[src/rtl/fetch_pkg.sv]
// Shared constants and types for the instruction-fetch stage.
// Optional performance counters are enabled by defining FETCH_PERF_EN.
package fetch_pkg;

  localparam int PC_W_DEF    = 8;
  localparam int INSTR_W_DEF = 32;
  localparam int CNT_W_DEF   = 16;

  localparam int          PC_STEP   = 4;
  localparam logic [31:0] NOP_INSTR = 32'h0000_0000;

  typedef enum logic [1:0] {
    FETCH = 2'd0,
    HOLD  = 2'd1,
    FLUSH = 2'd2
  } mode_e;

endpackage

[src/rtl/fetch_stage_if_id_reg.sv]
// IF/ID pipeline register: load a fetched word, hold it, or replace it with a bubble.
// Flush wins over load; with neither asserted the register holds.
module if_id_reg #(
  parameter int PC_W    = 8,
  parameter int INSTR_W = 32
) (
  input  logic               clk,
  input  logic               rst,
  input  logic               ld_i,
  input  logic               flush_i,
  input  logic [INSTR_W-1:0] instr_i,
  input  logic [PC_W-1:0]    pc_i,
  input  logic [INSTR_W-1:0] nop_i,
  output logic [INSTR_W-1:0] instr_o,
  output logic [PC_W-1:0]    pc_o,
  output logic               valid_o
);

  logic [INSTR_W-1:0] instr_q;
  logic [PC_W-1:0]    pc_q;
  logic               valid_q;

  always_ff @(posedge clk or posedge rst) begin
    if (rst) begin
      instr_q <= '0;
      pc_q    <= '0;
      valid_q <= 1'b0;
    end else if (flush_i) begin
      instr_q <= nop_i;
      pc_q    <= pc_i;
      valid_q <= 1'b0;
    end else if (ld_i) begin
      instr_q <= instr_i;
      pc_q    <= pc_i;
      valid_q <= 1'b1;
    end
  end

  assign instr_o = instr_q;
  assign pc_o    = pc_q;
  assign valid_o = valid_q;

endmodule

[src/rtl/fetch_stage.sv]
// Instruction-fetch stage: next-PC mux, PC enable, IF/ID mode tracking and perf counters.
// Define FETCH_PERF_EN to build the saturating stall/flush counters; otherwise they read 0.
module fetch_stage
  import fetch_pkg::*;
#(
  parameter int PC_W    = PC_W_DEF,
  parameter int INSTR_W = INSTR_W_DEF,
  parameter int CNT_W   = CNT_W_DEF
) (
  input  logic               clk,
  input  logic               reset,
  input  logic [PC_W-1:0]    pc,
  input  logic [INSTR_W-1:0] imem_rdata,
  input  logic               stall,
  input  logic               branch_taken,
  input  logic [PC_W-1:0]    branch_target,
  output logic [PC_W-1:0]    imem_addr,
  output logic [PC_W-1:0]    next_pc,
  output logic               pc_en,
  output logic [INSTR_W-1:0] id_instr,
  output logic [PC_W-1:0]    id_pc,
  output logic               id_valid,
  output logic [CNT_W-1:0]   stall_cnt,
  output logic [CNT_W-1:0]   flush_cnt
);

  mode_e           mode_d, mode_q;
  logic [PC_W-1:0] seq_pc, tgt_pc;
  logic            unused_tgt_lo;

  // Targets are word aligned; the low bits are ignored.
  assign seq_pc        = pc + PC_W'(PC_STEP);
  assign tgt_pc        = {branch_target[PC_W-1:2], 2'b00};
  assign unused_tgt_lo = ^branch_target[1:0];

  assign imem_addr = pc;
  assign next_pc   = branch_taken ? tgt_pc : seq_pc;
  assign pc_en     = !reset && (branch_taken || !stall);

  always_comb begin
    mode_d = FETCH;
    if (branch_taken)  mode_d = FLUSH;
    else if (stall)    mode_d = HOLD;
  end

  always_ff @(posedge clk or posedge reset) begin
    if (reset) mode_q <= FETCH;
    else       mode_q <= mode_d;
  end

  if_id_reg #(
    .PC_W    (PC_W),
    .INSTR_W (INSTR_W)
  ) u_if_id (
    .clk     (clk),
    .rst     (reset),
    .ld_i    (mode_d == FETCH),
    .flush_i (mode_d == FLUSH),
    .instr_i (imem_rdata),
    .pc_i    (pc),
    .nop_i   (INSTR_W'(NOP_INSTR)),
    .instr_o (id_instr),
    .pc_o    (id_pc),
    .valid_o (id_valid)
  );

  // A recorded flush always leaves a bubble in ID.
  a_flush_bubble: assert property (@(posedge clk) disable iff (reset)
    (mode_q == FLUSH) |-> !id_valid);

`ifdef FETCH_PERF_EN
  logic [CNT_W-1:0] stall_cnt_q, flush_cnt_q;

  always_ff @(posedge clk or posedge reset) begin
    if (reset) begin
      stall_cnt_q <= '0;
      flush_cnt_q <= '0;
    end else begin
      if (mode_d == HOLD && stall_cnt_q != '1)
        stall_cnt_q <= stall_cnt_q + CNT_W'(1);
      if (mode_d == FLUSH && flush_cnt_q != '1)
        flush_cnt_q <= flush_cnt_q + CNT_W'(1);
    end
  end

  assign stall_cnt = stall_cnt_q;
  assign flush_cnt = flush_cnt_q;
`else
  assign stall_cnt = '0;
  assign flush_cnt = '0;
`endif

endmodule
[config.mk]
export PLATFORM = sky130hd
export DESIGN_NAME = fetch_stage
export DESIGN_NICKNAME = d
export VERILOG_FILES = /design/src/rtl/fetch_pkg.sv /design/src/rtl/fetch_stage_if_id_reg.sv /design/src/rtl/fetch_stage.sv
export SDC_FILE = /design/constraint.sdc
export NUM_CORES = 1
export LEC_CHECK = 0
export ABC_AREA = 1
export BUFFER_PORTS_ARGS = -buffer_cell sky130_fd_sc_hd__buf_2
export CORE_ASPECT_RATIO = 0.9
export CORE_MARGIN = 1.5
export CORE_UTILIZATION = 42
export DETAILED_ROUTE_END_ITERATION = 12
export PLACE_DENSITY = 0.92
export SYNTH_ARGS = -nofsm -noshare
export SYNTH_HDL_FRONTEND = slang
export SYNTH_SLANG_ARGS = --single-unit
export TNS_END_PERCENT = 1
[constraint.sdc]
create_clock -name clk -period 1.5 [get_ports clk]
set_input_delay 0.15 -clock clk [delete_from_list [all_inputs] [get_ports clk]]
set_output_delay 0.15 -clock clk [all_outputs]
set_load 0.02 [all_outputs]
==> results of run 1 <==
[metrics by stage]
step	setup slack, ns	cells	power [mW]	instance area [um2]
3_3_place_gp	0.318	412	1.84	2500
6_report	0.279	421	2.50	2600
3_5_place_dp	0.286	412	1.86	2500
4_1_cts	0.275	421	2.53	2600
2_1_floorplan	0.404	285	1.71	2220
5_1_grt	0.215	421	2.64	2600
[metal layers]
metal  track usage (%)  wire length, um  part of all wire (%)  up-vias
li1                  -                -                     -      922
met1              21.7             1990                    44      827
met2              28.9             2210                    48       88
met3              3.53              319                   7.0        7
met4              5.86               45                  0.99        0
met5                 0                0                     0        -
[sequential cells by signal, summed over array words and instances, names as in the netlist]
signal           cells
u_if_id.pc_o         8
u_if_id.valid_o      1
u_if_id.instr_o     32
[final timing paths]
check	end	startpoint	depth (start not counted)	slack, ns
min in group asynchronous	u_if_id.instr_o[0]$_DFFE_PP0P_	reset	4	0.53
hold / removal	u_if_id.instr_o[31]$_DFFE_PP0P_	imem_rdata[31]	3	0.09
max in group asynchronous	u_if_id.instr_o[15]$_DFFE_PP0P_	reset	4	0.61
setup reg to reg	u_if_id.instr_o[27]$_DFFE_PP0P_	u_if_id.instr_o[27]$_DFFE_PP0P_	2	0.88
setup / recovery	next_pc[6]	pc[3]	8	0.28
hold reg to reg	u_if_id.instr_o[9]$_DFFE_PP0P_	u_if_id.instr_o[9]$_DFFE_PP0P_	2	0.48
[Yosys cell counts]
library cell / n
nor2_1: 5
nand3_1: 37
nand2_8: 1
buf_6: 4
conb_1: 1
buf_4: 40
o21bai_1: 1
dfrtp_1: 41
o21ai_0: 4
o21ai_1: 3
inv_4: 2
ha_1: 1
buf_2: 7
nand2_1: 97
inv_1: 8
a21oi_1: 2
[critical path, delay by kind of cell]
kind	cells	cell delay (ns)
AO/OA/AOI/OAI	1	0.17
adder cells (fa/ha/maj)	1	0.19
buffers and inverters	3	0.32
AND/OR/NAND/NOR	3	0.24
[cells by family after synthesis]
| kind of cell | count (synthesis) | share of synthesized area, % |
|---|---|---|
| adder cells (fa/ha/maj) | 1 | 0.594 |
| buffers and inverters | 61 | 20.1 |
| other | 1 | 0.178 |
| AND/OR/NAND/NOR | 140 | 27.9 |
| AO/OA/AOI/OAI | 10 | 2.50 |
| flip-flops | 41 | 48.7 |
[placed cells by master, fill, tap and decap left out, types with 4 or more instances in the layout]
| cell type | synthesis | final |
|---|---|---|
| nand2_1 | 97 | 97 |
| nand3_1 | 37 | 37 |
| o21ai_0 | 4 | 4 |
| dfrtp_1 | 41 | 41 |
| clkbuf_8 | 0 | 5 |
| buf_2 | 7 | 107 |
| conb_1 | 1 | 32 |
| buf_4 | 40 | 6 |
| inv_1 | 8 | 7 |
| nor2_1 | 5 | 5 |
[power groups by stage]
stage                     sequential, mW  clock [mW]  combinational, mW
after floorplan                     1.35           0              0.361
after global placement              1.25           0              0.596
after detailed placement            1.25           0              0.611
after CTS                           1.23       0.687              0.613
after global routing                1.24       0.742              0.665
final                               1.23       0.667              0.609
[area by class of cell]
type | instances | share of cell area (%)
clock buffers | 6 | 2.80
inverters | 10 | 1.64
multi-input cells | 183 | 29.8
repair buffers | 114 | 22.7
flip-flops and latches | 41 | 39.5
clock inverters | 2 | 0.386
well taps | 65 | 3.13
==> run_results.csv, run 1 <==
group,metric,value,unit
floorplanning,rows,24,
power_and_ir_drop,vdd_drop_max,0.000372,V
timing,grt_setup_unrepaired,"no",
power_and_ir_drop,combPwrFrac,24.3,%
power_and_ir_drop,p_int,1.70,mW
final_layout,antenna_cells,0,
final_layout,drive_above_1_share,34.6,%
timing,timing.hold.ws,0.0902,ns
power_and_ir_drop,power_switching,0.807,mW
final_layout,fin_nets,408,
clocking,htreeDepth,2,
clocking,numCtsBuffers,5,
grt,gr-usage-all-layers,17.1,%
power_and_ir_drop,clockPowerShare,26.6,%
drt,drt_pass1_iterations,4,
synthesis,synth_top_area_share,48.7,%
synthesis,avgSynthCellArea,8.29,um2
floorplanning,die_w,77.6,um
drt,viasPerCell,4.38,
synthesis,ys_ff_latch,41,
synthesis,syn_area,2110,um2
timing,slew_violations,0,
grt,grt_max_degree,42,
timing,finalSetupTns,0,ns
worst_hold_path,hp-class,"primary input to flip-flop",
setup_path,start_kind,"primary input",
final_layout,multi_input_area,773,um2
grt,grt_pass1_vias,1699,
grt,grt-ovfl-total,0,
synthesis,synth_cell_type_count,16,
clocking,path_clk_slew,0.07,ns
floorplanning,die_y,70.2,um
clocking,post_cts_resized,0,
clocking,cts.sinks,41,
synthesis,synthTopCellsByArea,"dfrtp_1 (49%), nand2_1 (17%), buf_4 (14%)",
timing,fmax,819,MHz
drt,drtIter0Drc,99,
power_and_ir_drop,swShare,32.2,%
setup_path,critPathArrivalTime,1.07,ns
synthesis,synth_top_area_cell,"dfrtp_1",
drt,ant_nets,0,
floorplanning,initial_utilization,43.6,%
setup_path,worstPathCellList,"buf_2, ha_1, nand3_1, nand2_1, inv_1, o21ai_0, nand2_1, buf_2",
floorplanning,coreArea,4830,um2
clocking,cts-root-buf,"clkbuf_8",
clocking,cts_buffer_depth,2,
timing,period_needed,1.22,ns
power_and_ir_drop,power.density,964,nW/um2
setup_path,crit_path_end_kind,"output pin",
synthesis,seq_area_frac_synth,48.7,%
power_and_ir_drop,pwr-share-seq,49.0,%
place,port_buffers,107,
final_layout,final_util,53.7,%
floorplanning,ios,142,
setup_path,cp_max_fo,5,
place,gp_congestion,0.715,
clocking,cts_setup_buffers,0,
grt,grt_pass1_wl,7420,um
synthesis,yosysWarnings,0,
timing,setup_viol,0,
power_and_ir_drop,leakage,1.60,nW
setup_path,cp.required,1.35,ns
drt,wire_per_inst,10.8,um
final_layout,seq_area,1030,um2
drt,vias,1844,
final_layout,area_growth,23.3,%
status,status,"complete, no violations",
timing,finalCritPeriodShare,81.4,%
drt,drc,0,
run,maxCapViolCount,0,
synthesis,synthCells,254,
clocking,ctsHoldBuffers,1,
floorplanning,dieArea,5450,um2
final_layout,n_fill_cell,446,
setup_path,cpMaxStageDelayCell,"ha_1",
grt,antenna_found_initial,0,
setup_path,max_stage_delay,0.19,ns
drt,totalWireLength,4560,um
clocking,cts_tree,"done",
timing,fin_skew,0,ns
clocking,clk_latency,0.28,ns
setup_path,crit_type,"primary input to output pin",
place,hpwl,3430,um
timing,hold_viol_final,0,
(Power assumes the default switching activity.)
==> run 2: changes to the inputs <==
- clock period: 1.5 -> 1.2 ns (I/O delays scaled with it)
==> run 2 against run 1 <==
Register-to-register slack got worse by 0.32 ns. Power rose by 26%. Count of clock-buffer cells in the layout unchanged. Combinational power up 26%. First-iteration DRC count decreased by 45%. Sequential share of layout area shrank 0.49 points. Via count increased by 1.7%. Routed wire length down 0.59%. Core utilization is 0.67 points higher. Cell count unchanged. Cell area is 1.3% higher. Highest routed layer unchanged.
==> run_results.csv, run 2 (same netlist as run 1, synthesis figures left out) <==
group,metric,value,unit
floorplanning,die_w,77.6,um
worst_hold_path,hold_path_depth,3,
setup_path,cp.required,1.08,ns
timing,worst_slack,0.0496,ns
drt,drc,0,
place,dp_cells,412,
floorplanning,initial_utilization,43.6,%
final_layout,fin_nets,408,
clocking,cts.sinks,41,
setup_path,critPathArrivalTime,1.03,ns
grt,grt_pass1_vias,1680,
clocking,numCtsBuffers,5,
grt,grt_max_degree,42,
grt,grt_pass1_wl,7380,um
final_layout,final_util,54.4,%
setup_path,max_stage_delay,0.53,ns
setup_path,cp_max_fo,2,
floorplanning,coreArea,4830,um2
clocking,clk_latency,0.28,ns
final_layout,mostFrequentLayoutCells,"buf_2 (107), nand2_1 (97), dfrtp_1 (41), nand3_1 (37), conb_1 (32)",
final_layout,n_fill_cell,463,
timing,finalSetupTns,0,ns
setup_path,crit_top_cell,"buf_2",
worst_hold_path,hp-class,"primary input to flip-flop",
timing,finalCritPeriodShare,95.9,%
run,maxCapViolCount,0,
final_layout,area_growth,24.8,%
floorplanning,rows,24,
worst_hold_path,hold_start,"imem_rdata[31]",
place,place_ws,0.0944,ns
drt,wire_per_inst,10.8,um
grt,gr-usage-all-layers,16.9,%
timing,setup_viol,0,
clocking,cts_tree,"done",
final_layout,final_cells,421,
power_and_ir_drop,leakage,1.60,nW
place,hpwl,3470,um
drt,drt_pass1_iterations,4,
final_layout,drive_above_1_share,34.8,%
timing,slew_violations,0,
setup_path,cp-startpoint,"reset",
floorplanning,dieArea,5450,um2
drt,totalWireLength,4540,um
place,gp_congestion,0.752,
timing,grt_setup_unrepaired,"no",
setup_path,start_kind,"primary input",
final_layout,layout.cells.most_common,"buf_2",
setup_path,worstPathCellList,"dlygate4sd3_1, buf_2, nor2_1, buf_2",
clocking,cts-root-buf,"clkbuf_8",
timing,fmax,869,MHz
setup_path,crit_type,"primary input to output pin",
grt,antenna_found_initial,0,
setup_path,path_buf_inv,3,
timing,timing.hold.ws,0.0595,ns
clocking,htreeDepth,2,
drt,drtIter0Drc,54,
setup_path,critical_path.top_delay_family,"buffers and inverters",
final_layout,largest_register_ffs,32,
timing,hold_viol_final,0,
clocking,path_clk_slew,0.08,ns
power_and_ir_drop,vdd_drop_max,0.000652,V
place,port_buffers,107,
drt,viasPerCell,4.45,
drt,ant_nets,0,
setup_path,cpMaxStageDelayCell,"dlygate4sd3_1",
final_layout,antenna_cells,0,
timing,fin_skew,0,ns
setup_path,reg2reg_depth,2,
setup_path,crit_path_end_kind,"output pin",
clocking,cts_buffer_depth,2,
setup_path,r2r-start,"u_if_id.pc_o[5]$_DFFE_PP0P_",
grt,grt-ovfl-total,0,
power_and_ir_drop,power.density,1200,nW/um2
status,status,"complete, no violations",
setup_path,crit_cells,4,
floorplanning,die_y,70.2,um
floorplanning,ios,142,
timing,period_needed,1.15,ns
drt,vias,1875,
-- run 2: cell types whose count changed in the layout (fill, tap and decap cells not counted) --
cell,delta
buf_12,+2
buf_4,-2
clkinv_2,-2
clkinvlp_4,+2
ha_1,-1
ha_2,+1
-- run 2: worst min-delay path: stages --
cell     delay [ns]
buf_2          0.08
nand3_1        0.06
nand2_1        0.05
-- run 2: where the power goes --
| group | switching (mW) | total, mW | internal, mW |
|---|---|---|---|
| Combinational | 0.526 | 0.769 | 0.244 |
| Clock | 0.442 | 0.851 | 0.409 |
| Sequential | 0.0542 | 1.54 | 1.48 |
-- run 2: metal layers --
layer | up-vias | share of wire (%) | GRT usage [%]
met4 | 0 | 0.22 | 4.44
met1 | 872 | 45 | 21.4
li1 | 922 | - | -
met3 | 2 | 6.2 | 4.31
met5 | - | 0 | 0
met2 | 79 | 48 | 28.5
-- run 2: path summary, 6_finish.rpt --
| kind | end | slack, ns |
|---|---|---|
| max | pc_en | 0.05 |
| min | u_if_id.instr_o[31]$_DFFE_PP0P_ | 0.06 |
| max reg2reg | u_if_id.pc_o[5]$_DFFE_PP0P_ | 0.56 |
| min reg2reg | u_if_id.instr_o[10]$_DFFE_PP0P_ | 0.48 |
| max in group asynchronous | u_if_id.instr_o[13]$_DFFE_PP0P_ | 0.58 |
| min in group asynchronous | u_if_id.instr_o[0]$_DFFE_PP0P_ | 0.42 |
-- run 2: per-stage QoR --
stage / area [um2] / total power, mW
2_1_floorplan: 2220 / 2.14
3_3_place_gp: 2530 / 2.31
3_5_place_dp: 2530 / 2.34
4_1_cts: 2630 / 3.21
5_1_grt: 2630 / 3.34
6_report: 2630 / 3.16
-- run 2: area by class of cell --
type / count / area (um2) / area share [%]
Multi-Input combinational cell: 183 / 776 / 29.5
Clock buffer: 6 / 72.6 / 2.76
Inverter: 10 / 42.5 / 1.62
Tap cell: 65 / 81.3 / 3.09
Sequential cell: 41 / 1030 / 39.0
Clock inverter: 2 / 15.0 / 0.571
Timing Repair Buffer: 114 / 616 / 23.4
-- run 2: repair_timing --
| action | CTS | global route |
|---|---|---|
| hold endpoints to repair | 41 | 0 |
| setup buffers | 0 | 0 |
| hold buffers | 1 | 0 |
| setup endpoints to repair | 0 | 1 |
| gates resized for setup | 0 | 1 |
==> run 3: changes to the inputs <==
- CORE_UTILIZATION: 42 -> 38
- PLACE_DENSITY: 0.92 -> 0.88
- clock period: 1.2 -> 1 ns (I/O delays scaled with it)
==> run 3 against run 2 <==
First-iteration DRC count is 44% higher. Clock power is 35% higher. Cell count is 1.9% higher. Via count is 0.96% higher. Die area is 10% higher. Hold slack worse by 0.023 ns. Core utilization is 2.6 points lower. Setup slack worse by 0.0046 ns. Critical path type unchanged.
==> run_results.csv, run 3 (same netlist as run 1, synthesis figures left out) <==
group,metric,value,unit
grt,grt_pass1_wl,7470,um
drt,drtIter0Drc,78,
final_layout,largest_register_ffs,32,
place,port_buffers,107,
run,maxCapViolCount,0,
place,gp_congestion,0.819,
floorplanning,ios,142,
final_layout,layout.cells.most_common,"buf_2",
floorplanning,initial_utilization,39.8,%
clocking,cts.sinks,41,
setup_path,crit_type,"primary input to output pin",
timing,finalCritPeriodShare,95.5,%
floorplanning,coreArea,5290,um2
timing,hold_viol_final,0,
status,status,"complete, no violations",
drt,vias,1893,
setup_path,crit_path_end_kind,"output pin",
final_layout,n_fill_cell,514,
grt,grt_pass1_vias,1631,
grt,gr-usage-all-layers,16.6,%
clocking,numCtsBuffers,5,
worst_hold_path,hp-class,"primary input to flip-flop",
final_layout,final_cells,429,
final_layout,antenna_cells,0,
final_layout,mostFrequentLayoutCells,"buf_2 (103), nand2_1 (97), dfrtp_1 (41), nand3_1 (36), conb_1 (32)",
place,hpwl,3760,um
drt,totalWireLength,4890,um
power_and_ir_drop,leakage,1.66,nW
power_and_ir_drop,clockPowerShare,29.1,%
timing,slew_violations,0,
clocking,cts_setup_buffers,0,
timing,grt_setup_unrepaired,"yes",
power_and_ir_drop,combPwrFrac,24.5,%
setup_path,crit_top_cell,"nand2_1",
power_and_ir_drop,power.density,1450,nW/um2
timing,setup_viol,0,
power_and_ir_drop,swShare,31.3,%
drt,wire_per_inst,11.4,um
grt,antenna_found_initial,0,
drt,viasPerCell,4.41,
final_layout,fin_nets,414,
final_layout,drive_above_1_share,37.0,%
clocking,cts-root-buf,"clkbuf_8",
setup_path,start_kind,"primary input",
floorplanning,dieArea,6000,um2
timing,finalSetupTns,0,ns
clocking,cts_tree,"done",
drt,ant_nets,0,
final_layout,area_growth,29.9,%
timing,fmax,1050,MHz
drt,drc,0,
clocking,htreeDepth,2,
timing,period_needed,0.955,ns
setup_path,cpMaxStageDelayCell,"ha_4",
power_and_ir_drop,pwr-share-seq,46.4,%
power_and_ir_drop,power_switching,1.24,mW
power_and_ir_drop,total_power,3.97,mW
floorplanning,die_y,73.6,um
floorplanning,die_w,81.5,um
setup_path,critPathArrivalTime,0.85,ns
power_and_ir_drop,vdd_drop_max,0.000645,V
clocking,cts_buffer_depth,2,
timing,fin_skew,0,ns
grt,grt-ovfl-total,0,
setup_path,worstPathCellList,"buf_8, ha_4, nand3_2, nand2_1, inv_1, o21ai_1, nand2_1, buf_6",
setup_path,critical_path.top_delay_family,"buffers and inverters",
clocking,path_clk_slew,0.08,ns
setup_path,cp_max_fo,3,
setup_path,max_stage_delay,0.14,ns
drt,drt_pass1_iterations,4,
floorplanning,rows,25,
power_and_ir_drop,p_int,2.73,mW
setup_path,path_buf_inv,3,
clocking,clk_latency,0.29,ns
place,dp_cells,420,
setup_path,cp.required,0.90,ns
final_layout,final_util,51.7,%
grt,grt_max_degree,22,
[run 3: cell types whose count changed in the layout (fill, tap and decap cells not counted), moves of 2 or more]
cell	change
buf_2	-4
buf_4	+5
buf_6	+5
clkbuf_8	+2
[run 3: metrics by stage]
| step | area (um2) | worst slack, ns | hold WS (ns) |
|---|---|---|---|
| floorplan | 2230 | 0.148 | 0.0852 |
| global placement | 2570 | -0.0187 | 0.180 |
| detailed placement | 2570 | -0.0545 | 0.186 |
| CTS | 2690 | 0.0208 | 0.0317 |
| global route | 2740 | -0.00688 | 0.0297 |
| finish | 2740 | 0.0450 | 0.0369 |
[run 3: path summary, 6_finish.rpt]
path	slack [ns]	startpoint	depth (start not counted)	endpoint
min reg2reg	0.48	u_if_id.instr_o[18]$_DFFE_PP0P_	2	u_if_id.instr_o[18]$_DFFE_PP0P_
max	0.05	pc[3]	8	next_pc[6]
min in group asynchronous	0.46	reset	4	u_if_id.instr_o[4]$_DFFE_PP0P_
min	0.04	imem_rdata[2]	3	u_if_id.instr_o[2]$_DFFE_PP0P_
max reg2reg	0.37	u_if_id.pc_o[5]$_DFFE_PP0P_	2	u_if_id.pc_o[5]$_DFFE_PP0P_
max in group asynchronous	0.32	reset	4	u_if_id.instr_o[17]$_DFFE_PP0P_
[run 3: layout make-up]
class	instances	area [um2]	share of cell area [%]
Tap cell	67	83.8	3.06
Clock buffer	7	96.3	3.52
Inverter	10	46.3	1.69
Multi-Input combinational cell	183	793	29.0
Clock inverter	1	5.00	0.183
Timing Repair Buffer	120	684	25.0
Sequential cell	41	1030	37.5
[run 3: layer usage]
metal  track usage, %  routed length [um]
met5                0                   0
met4             4.60                  58
met3             3.98                 392
met2             29.7                2460
met1             19.7                1970
[run 3: power groups by stage]
stage / Combinational, mW / Sequential, mW / Clock (mW)
global placement: 0.924 / 1.87 / 0
detailed placement: 0.947 / 1.87 / 0
CTS: 0.955 / 1.84 / 1.20
global route: 1.07 / 1.86 / 1.29
floorplan: 0.543 / 2.03 / 0
finish: 0.973 / 1.84 / 1.15
[run 3: what timing repair did]
action / CTS / global route
hold endpoints to repair: 41 / 0
hold buffers: 1 / 0
setup endpoints to repair: 1 / 3
pin swaps: 0 / 7
gates resized for setup: 4 / 12
[run 3: worst register-to-register path: cells and delay by family, from the launching register on]
| kind | cells | cell delay, ns |
|---|---|---|
| flip-flops | 1 | 0.39 |
| AND/OR/NAND/NOR | 1 | 0.07 |
| AO/OA/AOI/OAI | 1 | 0.07 |
